### src/rtl/wta_disparity_select.sv
// ============================================================================
// Module   : wta_disparity_select
// Brief    : Winner-take-all disparity picker; strict-min over streamed SAD costs.
// Revision : 1.0
// ============================================================================
`default_nettype none

module wta_disparity_select #(
  parameter int unsigned COST_WIDTH = 5,
  parameter int unsigned MAX_DISP   = 16,
  parameter int unsigned DISP_WIDTH = $clog2(MAX_DISP)
) (
  input  logic                  clk_in,
  input  logic                  rst_n_in,
  input  logic [COST_WIDTH-1:0] cost_in,
  input  logic                  cost_valid_in,
  input  logic                  cost_last_in,
  output logic                  cost_ready_out,
  output logic [DISP_WIDTH-1:0] disp_out,
  output logic [COST_WIDTH-1:0] min_cost_out,
  output logic                  disp_valid_out,
  input  logic                  disp_ready_in,
  output logic                  overflow_out
);

  localparam logic [0:0]            C_SCAN     = 1'b0;
  localparam logic [0:0]            C_OUT      = 1'b1;
  localparam logic [DISP_WIDTH-1:0] C_LAST_IDX = DISP_WIDTH'(MAX_DISP - 1);
  localparam logic [DISP_WIDTH-1:0] C_ONE      = DISP_WIDTH'(1);

  logic [0:0]            state_q, state_d;
  logic                  live_q;
  logic [DISP_WIDTH-1:0] idx_q, idx_d;
  logic [COST_WIDTH-1:0] best_cost_q, best_cost_d;
  logic [DISP_WIDTH-1:0] best_idx_q, best_idx_d;
  logic [DISP_WIDTH-1:0] disp_q, disp_d;
  logic [COST_WIDTH-1:0] min_cost_q, min_cost_d;
  logic                  ovf_q, ovf_d;

  logic                  xfer;
  logic                  take;
  logic                  at_cap;
  logic                  terminal;
  logic [COST_WIDTH-1:0] cand_cost;
  logic [DISP_WIDTH-1:0] cand_idx;

  // live_q holds off the first accept until a clock edge follows reset release
  always_ff @(posedge clk_in or negedge rst_n_in) begin
    if (!rst_n_in) begin
      state_q <= C_SCAN;
      live_q  <= 1'b0;
    end else begin
      state_q <= state_d;
      live_q  <= 1'b1;
    end
  end

  always_comb begin
    state_d = state_q;
    case (state_q)
      C_SCAN:  if (terminal) state_d = C_OUT;
      C_OUT:   if (disp_ready_in) state_d = C_SCAN;
      default: state_d = C_SCAN;
    endcase
  end

  always_comb begin
    cost_ready_out = (state_q == C_SCAN) && live_q;
    disp_valid_out = (state_q == C_OUT);
    disp_out       = disp_q;
    min_cost_out   = min_cost_q;
    overflow_out   = ovf_q;
  end

  // Winner including the cost on the bus; ties keep the earlier disparity
  assign xfer      = cost_valid_in && cost_ready_out;
  assign take      = (idx_q == '0) || (cost_in < best_cost_q);
  assign cand_cost = take ? cost_in : best_cost_q;
  assign cand_idx  = take ? idx_q : best_idx_q;
  assign at_cap    = (idx_q == C_LAST_IDX);
  assign terminal  = xfer && (cost_last_in || at_cap);

  always_comb begin
    idx_d       = idx_q;
    best_cost_d = best_cost_q;
    best_idx_d  = best_idx_q;
    disp_d      = disp_q;
    min_cost_d  = min_cost_q;
    ovf_d       = 1'b0;
    if (xfer) begin
      best_cost_d = cand_cost;
      best_idx_d  = cand_idx;
      if (terminal) begin
        idx_d      = '0;
        disp_d     = cand_idx;
        min_cost_d = cand_cost;
        ovf_d      = at_cap && !cost_last_in;
      end else begin
        idx_d = idx_q + C_ONE;
      end
    end
  end

  always_ff @(posedge clk_in or negedge rst_n_in) begin
    if (!rst_n_in) begin
      idx_q       <= '0;
      best_cost_q <= '0;
      best_idx_q  <= '0;
      disp_q      <= '0;
      min_cost_q  <= '0;
      ovf_q       <= 1'b0;
    end else begin
      idx_q       <= idx_d;
      best_cost_q <= best_cost_d;
      best_idx_q  <= best_idx_d;
      disp_q      <= disp_d;
      min_cost_q  <= min_cost_d;
      ovf_q       <= ovf_d;
    end
  end

endmodule

`default_nettype wire

### config.mk
export PLATFORM = sky130hd
export DESIGN_NAME = wta_disparity_select
export DESIGN_NICKNAME = d
export VERILOG_FILES = /design/src/rtl/wta_disparity_select.sv
export SDC_FILE = /design/constraint.sdc
export NUM_CORES = 1
export LEC_CHECK = 0
export ABC_CLOCK_PERIOD_IN_PS = 5500
export BUFFER_PORTS_ARGS = -buffer_cell sky130_fd_sc_hd__buf_2
export CAP_MARGIN = 0
export CORE_MARGIN = 2
export CORE_UTILIZATION = 50
export DETAILED_ROUTE_END_ITERATION = 8
export PLACE_DENSITY = 0.73
export RECOVER_POWER = 25
export REMOVE_ABC_BUFFERS = 1
export SYNTH_ARGS = -nofsm -noshare
export SYNTH_HDL_FRONTEND = slang
export SYNTH_SLANG_ARGS = --single-unit
### constraint.sdc
create_clock -name clk_in -period 5.5 [get_ports clk_in]
set_clock_uncertainty 0.15 [all_clocks]
set_input_delay 0 -clock clk_in [delete_from_list [all_inputs] [get_ports clk_in]]
set_output_delay 0 -clock clk_in [all_outputs]
set_load 0.01 [all_outputs]
==> reports/metrics.cfg, run 1 <==
[power]
p_int_mw = 0.3716
clock_power_share = 0.148
comb_power_share = 0.386
p_sw_mw = 0.2007
swShare = 0.3507
seq_power_share = 0.467
leakagePower_nw = 0.7353
peakVddDrop_uv = 190.8
pwr_density_cell_mw_per_mm2 = 377.7

[logic_synthesis]
syn_inst = 116
synth_area_sq_mm = 0.001252
synth_edf_count = 0
synth_area_leaders = dfrtp_1 (50%), mux2_4 (8.4%), ha_1 (6.0%), mux2i_1 (5.6%), nor2_1 (4.5%)
netlist-cell-type-count = 29
synth.avg_cell_area_sq_um = 10.80
synth_top_area_cell = dfrtp_1
yosys.area.top_type_share = 0.4995
async_reset_ff_frac = 1.000
yosys_warnings = 0
ys_ff_latch = 25
ys.flop_type = dfrtp_1
ys_seq_area_frac = 0.4995

[routing]
drcViolationCount = 0
initialDrtViolationCount = 6
viasPerCell = 5.172
dr.pass1.iters = 3
vias = 931
routedWlPerCell_um = 12.95
wirelength_mm = 2.331
ant_nets = 0

[floorplanning]
ioPinCount = 22
core-area_sq_mm = 0.002432
start_util = 0.5149
fp.dieH_um = 54.05
die_w_um = 54.05
rows = 18
dieArea_sq_mm = 0.002921

[finish]
stdcell_count = 180
area_growth_syn_to_layout_pct = 20.98
nNetsFinal = 167
design_area_sq_mm = 0.001515
drive_gt1_frac = 0.2467
final_core_util = 0.6229
diodes = 0

[critical_path]
cp-startpoint = best_cost_q[2]
r2r-start = best_cost_q[2]
arrival_ns = 2.33
critPathLaunchType = flip-flop
endpoint_kind = flip-flop
worst-path-max-fanout = 10
cp.required_ns = 5.58
critPathCapture = best_cost_q[2]
critPathKind = flip-flop to flip-flop
r2r_setup_slack_ns = 3.25
reg2regPathDepth = 7
r2r_end = best_cost_q[2]

[cts]
clk_path_buf_depth = 2
insertion_delay_ns = 0.33
cts_resized = 0
cts_tree = done
htreeDepth = 1
cts_root_buf = clkbuf_4
numCtsBuffers = 3
cts_num_sinks = 25
clk_pin_slew_worst_paths_ns = 0.14

[sta]
fmax_mhz = 445.2
drv_slew = 0
timing.hold.ws_ns = 0.3183
setup_viol = 0
tightest_slew_ns = 1.319
tns_ns = 0
final_hold_viol_count = 0
rsz0062_at_grt = false
period_share = 0.4084
period_needed_ns = 2.246
slew_headroom = 0.1208

[run]
cap_violations = 0

[global_routing]
grt_max_degree = 26
grt-ovfl-total = 0
grtUsageTotal = 0.1853
antenna_found_initial = 0
grt_pass1_wl_mm = 3.795
grt_pass1_vias = 870

[hold_path]
hp-class = input port to asynchronous set/reset pin

[placement]
gp_congestion = 0.7778
placed_cells = 165
dpl_cell_area_sq_mm = 0.001379
port_buffers = 21
dp_hpwl_mm = 1.640

[status]
outcome = completed

[cells in the final DEF, fill, tap and decap left out, types with 2 or more instances in the layout]
cell	count
dfrtp_1	25
buf_2	20
nor2_1	15
inv_1	11
dlygate4sd3_1	11
a21oi_1	10
nand2_1	9
mux2i_1	7
mux2_4	7
ha_1	6
o21ai_0	4
clkbuf_4	3
o22ai_1	2
a31oi_1	2
[worst min-delay path by stage]
stage	to	slack, ns	depth (start not counted)
after global placement	min_cost_out[4]	-0.13	1
after detailed placement	min_cost_out[4]	-0.13	1
final	best_cost_q[1]	0.32	2
after floorplan	best_cost_q[0]	-0.45	0
after global routing	best_cost_q[4]	0.32	3
after CTS	best_idx_q[3]	0.03	2
[power groups by stage]
stage	clock network (mW)	registers, mW	logic [mW]
2_1_floorplan	0	0.275	0.149
3_3_place_gp	0	0.268	0.208
3_5_place_dp	0	0.271	0.215
4_1_cts	0.0871	0.268	0.223
5_1_grt	0.0952	0.275	0.248
6_report	0.0845	0.267	0.221
[routing by layer]
| metal | vias up | GRT usage | share of wire |
|---|---|---|---|
| li1 | 458 | - | - |
| met1 | 450 | 0.2336 | 0.44 |
| met2 | 18 | 0.3130 | 0.51 |
| met3 | 5 | 0.02500 | 0.028 |
| met4 | 0 | 0.08750 | 0.024 |
| met5 | - | 0 | 0 |
[worst max-delay path, stage by stage (launching register included)]
cell and delay (ns):
dfrtp_1 0.40, inv_1 0.05, ha_1 0.28, a21oi_1 0.13, o21ai_1 0.12, a21o_1 0.38, nor2_8 0.30, mux2_4 0.33
[sequential cells by signal (all words and copies together) (netlist names)]
signal	cells
live_q	1
best_idx_q	4
disp_out	4
overflow_out	1
best_cost_q	5
min_cost_out	5
disp_valid_out	1
idx_q	4
[repair_timing]
action                    in CTS  in global routing
hold buffers                  11                  0
hold endpoints to repair      42                  0
setup buffers                  0                  0
[through the flow]
stage                     total power [mW]  worst slack [ns]
after global routing                0.6181             3.124
after floorplan                     0.4237             3.510
after CTS                           0.5788             3.246
after detailed placement            0.4864             3.281
after global placement              0.4763             3.350
final                               0.5723             3.254
[cells in the mapped netlist, types with 2 or more instances]
library cell	number
nand2_1	9
inv_1	11
dfrtp_1	25
a31oi_1	2
o21ai_0	4
ha_1	6
o22ai_1	2
mux2i_1	7
a21oi_1	10
nor2_1	15
mux2_4	7
[area by class of cell]
| class | instances | area (sq um) |
|---|---|---|
| clock buffers | 3 | 22.52 |
| clock inverters | 1 | 5.005 |
| fillers | 222 | 917.1 |
| inverters | 11 | 41.29 |
| multi-input cells | 78 | 569.3 |
| flip-flops and latches | 25 | 625.6 |
| well taps | 30 | 37.54 |
| repair buffers | 32 | 214.0 |
[kinds of logic after synthesis]
kind of cell	synth area share
AOI/OAI and AO/OA	0.09890
xor gates and xnor gates	0.006994
adders and majority gates	0.05994
buffers and inverters	0.04595
DFF	0.4995
muxes	0.1399
other	0.002994
and+or+nand+nor	0.1459
Note: power is estimated with default switching activity, not from simulation.
==> inputs of run 2 (changes only) <==
--- a/config.mk
+++ b/config.mk
@@ -5,13 +5,13 @@
 export SDC_FILE = /design/constraint.sdc
 export NUM_CORES = 1
 export LEC_CHECK = 0
-export ABC_CLOCK_PERIOD_IN_PS = 5500
+export ABC_CLOCK_PERIOD_IN_PS = 2009
 export BUFFER_PORTS_ARGS = -buffer_cell sky130_fd_sc_hd__buf_2
 export CAP_MARGIN = 0
 export CORE_MARGIN = 2
-export CORE_UTILIZATION = 50
+export CORE_UTILIZATION = 49
 export DETAILED_ROUTE_END_ITERATION = 8
-export PLACE_DENSITY = 0.73
+export PLACE_DENSITY = 0.74
 export RECOVER_POWER = 25
 export REMOVE_ABC_BUFFERS = 1
 export SYNTH_ARGS = -nofsm -noshare
==> constraint.sdc (replaced) <==
create_clock -name clk_in -period 2.01 [get_ports clk_in]
set_clock_uncertainty 0.15 [all_clocks]
set_input_delay 0 -clock clk_in [delete_from_list [all_inputs] [get_ports clk_in]]
set_output_delay 0 -clock clk_in [all_outputs]
set_load 0.01 [all_outputs]
==> run 2 against run 1 <==
Effect of this change:
- power grew to 3.1 times the previous value
- final cell count grew 6.1%
- sequential share of layout area shrank 3.4 points
- first-iteration DRC count grew to 3.2 times the previous value
- via count grew 5.7%
- critical path depth grew 1
- setup slack lost 3.2 ns
- clock power grew to 2.8 times the previous value
- critical path type unchanged
- critical endpoint is now best_cost_q[0]
==> reports/metrics.cfg, run 2 (synthesis results as in run 1) <==
[power]
peakVddDrop_uv = 717.3  ; +280%
pwr_density_cell_mw_per_mm2 = 1075  ; +180%
leakagePower_nw = 0.7879  ; +7.2%

[sta]
setup_viol = 0  ; unchanged
tightest_slew_ns = 1.347  ; +0.02779 ns
period_needed_ns = 1.971  ; -0.2754 ns
final_hold_viol_count = 0  ; unchanged
fmax_mhz = 507.4  ; +14%
drv_slew = 0  ; unchanged
period_share = 0.9805  ; +0.5721
timing.hold.ws_ns = 0.2296  ; -0.08869 ns
tns_ns = 0  ; unchanged
slew_headroom = 0.1023  ; -0.01853

[floorplanning]
start_util = 0.5102  ; -0.004724
core-area_sq_mm = 0.002455  ; +0.93%
dieArea_sq_mm = 0.002976  ; +1.9%
die_w_um = 54.56  ; +0.93%
rows = 18  ; unchanged
ioPinCount = 22  ; unchanged
fp.dieH_um = 54.56  ; +0.93%

[global_routing]
grt-ovfl-total = 0  ; unchanged
grt_pass1_wl_mm = 3.995  ; +5.3%
grt_pass1_vias = 922  ; +6.0%
grt_max_degree = 26  ; unchanged
antenna_found_initial = 0  ; unchanged
grtUsageTotal = 0.1880  ; +0.002707

[finish]
nNetsFinal = 178  ; +6.6%
stdcell_count = 191  ; +6.1%
final_common_cell = dfrtp_1
area_growth_syn_to_layout_pct = 32.07
diodes = 0  ; unchanged
fillers = 198  ; -11%
drive_gt1_frac = 0.3665  ; +0.1198
final_cell_mix = dfrtp_1 (24), buf_2 (20), nor2_1 (14)

[hold_path]
hp-class = input port to flip-flop
hold_depth = 3

[critical_path]
critPathLaunchType = flip-flop
critPathKind = flip-flop to flip-flop
worst-path-max-fanout = 5  ; -5
reg2regPathDepth = 8  ; +1
arrival_ns = 2.04  ; -0.29 ns
cp.required_ns = 2.08  ; -3.50 ns
endpoint_kind = flip-flop

[routing]
dr.pass1.iters = 4  ; +1
drcViolationCount = 0  ; unchanged
initialDrtViolationCount = 19  ; +13
viasPerCell = 5.152  ; -0.39%
wirelength_mm = 2.665  ; +14%
routedWlPerCell_um = 13.95  ; +7.7%
vias = 984  ; +5.7%
ant_nets = 0  ; unchanged

[cts]
cts_num_sinks = 25  ; unchanged
numCtsBuffers = 3  ; unchanged
clk_path_buf_depth = 2  ; unchanged
htreeDepth = 1  ; unchanged
insertion_delay_ns = 0.33  ; about the same
cts_tree = done
clk_pin_slew_worst_paths_ns = 0.14  ; about the same
cts_root_buf = clkbuf_4

[placement]
port_buffers = 21  ; unchanged
gp_congestion = 0.7716  ; -0.80%
placed_cells = 167  ; +1.2%
dp_hpwl_mm = 1.675  ; +2.2%

[run]
cap_violations = 0  ; unchanged

[status]
outcome = completed

==> run 2: power by group <==
group | internal [mW] | switching [mW]
Clock | 0.0778 | 0.155
Sequential | 0.638 | 0.0933
Combinational | 0.439 | 0.374
Total | 1.15 | 0.623
==> run 2: timing repair <==
item                                    CTS  global route
endpoints found under the setup margin    7            17
hold endpoints to repair                 42             0
hold buffers                              9             0
gates cloned                              0             1
pin swaps                                 1             3
resized for setup                         2            17
setup buffers                             0            10
==> run 2: worst paths after layout <==
path | start | to | slack [ns]
worst max-delay path | idx_q[1] | best_cost_q[0] | 0.04
max in group asynchronous | rst_n_in | idx_q[1] | 0.49
worst max register to register | idx_q[1] | best_cost_q[0] | 0.04
worst min register to register | min_cost_out[1] | min_cost_out[1] | 0.39
min in group asynchronous | rst_n_in | best_cost_q[4] | 0.33
worst min-delay path | disp_ready_in | disp_valid_out | 0.23
==> run 2: worst max-delay path, stage by stage, from the launching register on <==
cell and delay (ns):
dfrtp_2 0.45, inv_2 0.09, ha_4 0.13, nor3b_4 0.20
nor2_2 0.06, a21o_4 0.24, nor2_8 0.11, buf_6 0.14
mux2_4 0.31
==> run 2: final cells by class <==
type                            count  area (sq um)  area share
Sequential cell                    25         626.9      0.3790
Multi-Input combinational cell     78         623.1      0.3767
Timing Repair Buffer               43         299.0      0.1808
Inverter                           11         41.29     0.02496
Tap cell                           30         37.54     0.02269
Clock buffer                        4         26.28     0.01588
==> run 2: per-stage QoR <==
| stage | power, mW | utilization | area, sq um | setup slack [ns] |
|---|---|---|---|---|
| global route | 1.899 | 0.6738 | 1654 | -0.02087 |
| finish | 1.777 | 0.6738 | 1654 | 0.03917 |
| floorplan | 1.159 | - | 1236 | 0.02043 |
| CTS | 1.612 | 0.6218 | 1526 | 0.006288 |
| detailed placement | 1.355 | 0.5678 | 1394 | -0.01902 |
| global placement | 1.324 | 0.5678 | 1394 | 0.03738 |
==> run 2: layer usage <==
layer,up-vias,part of all wire,track usage
met5,-,0,0
met4,0,0.018,0.08750
met3,4,0.038,0.02459
met2,26,0.49,0.3112
met1,474,0.45,0.2434
li1,480,-,-
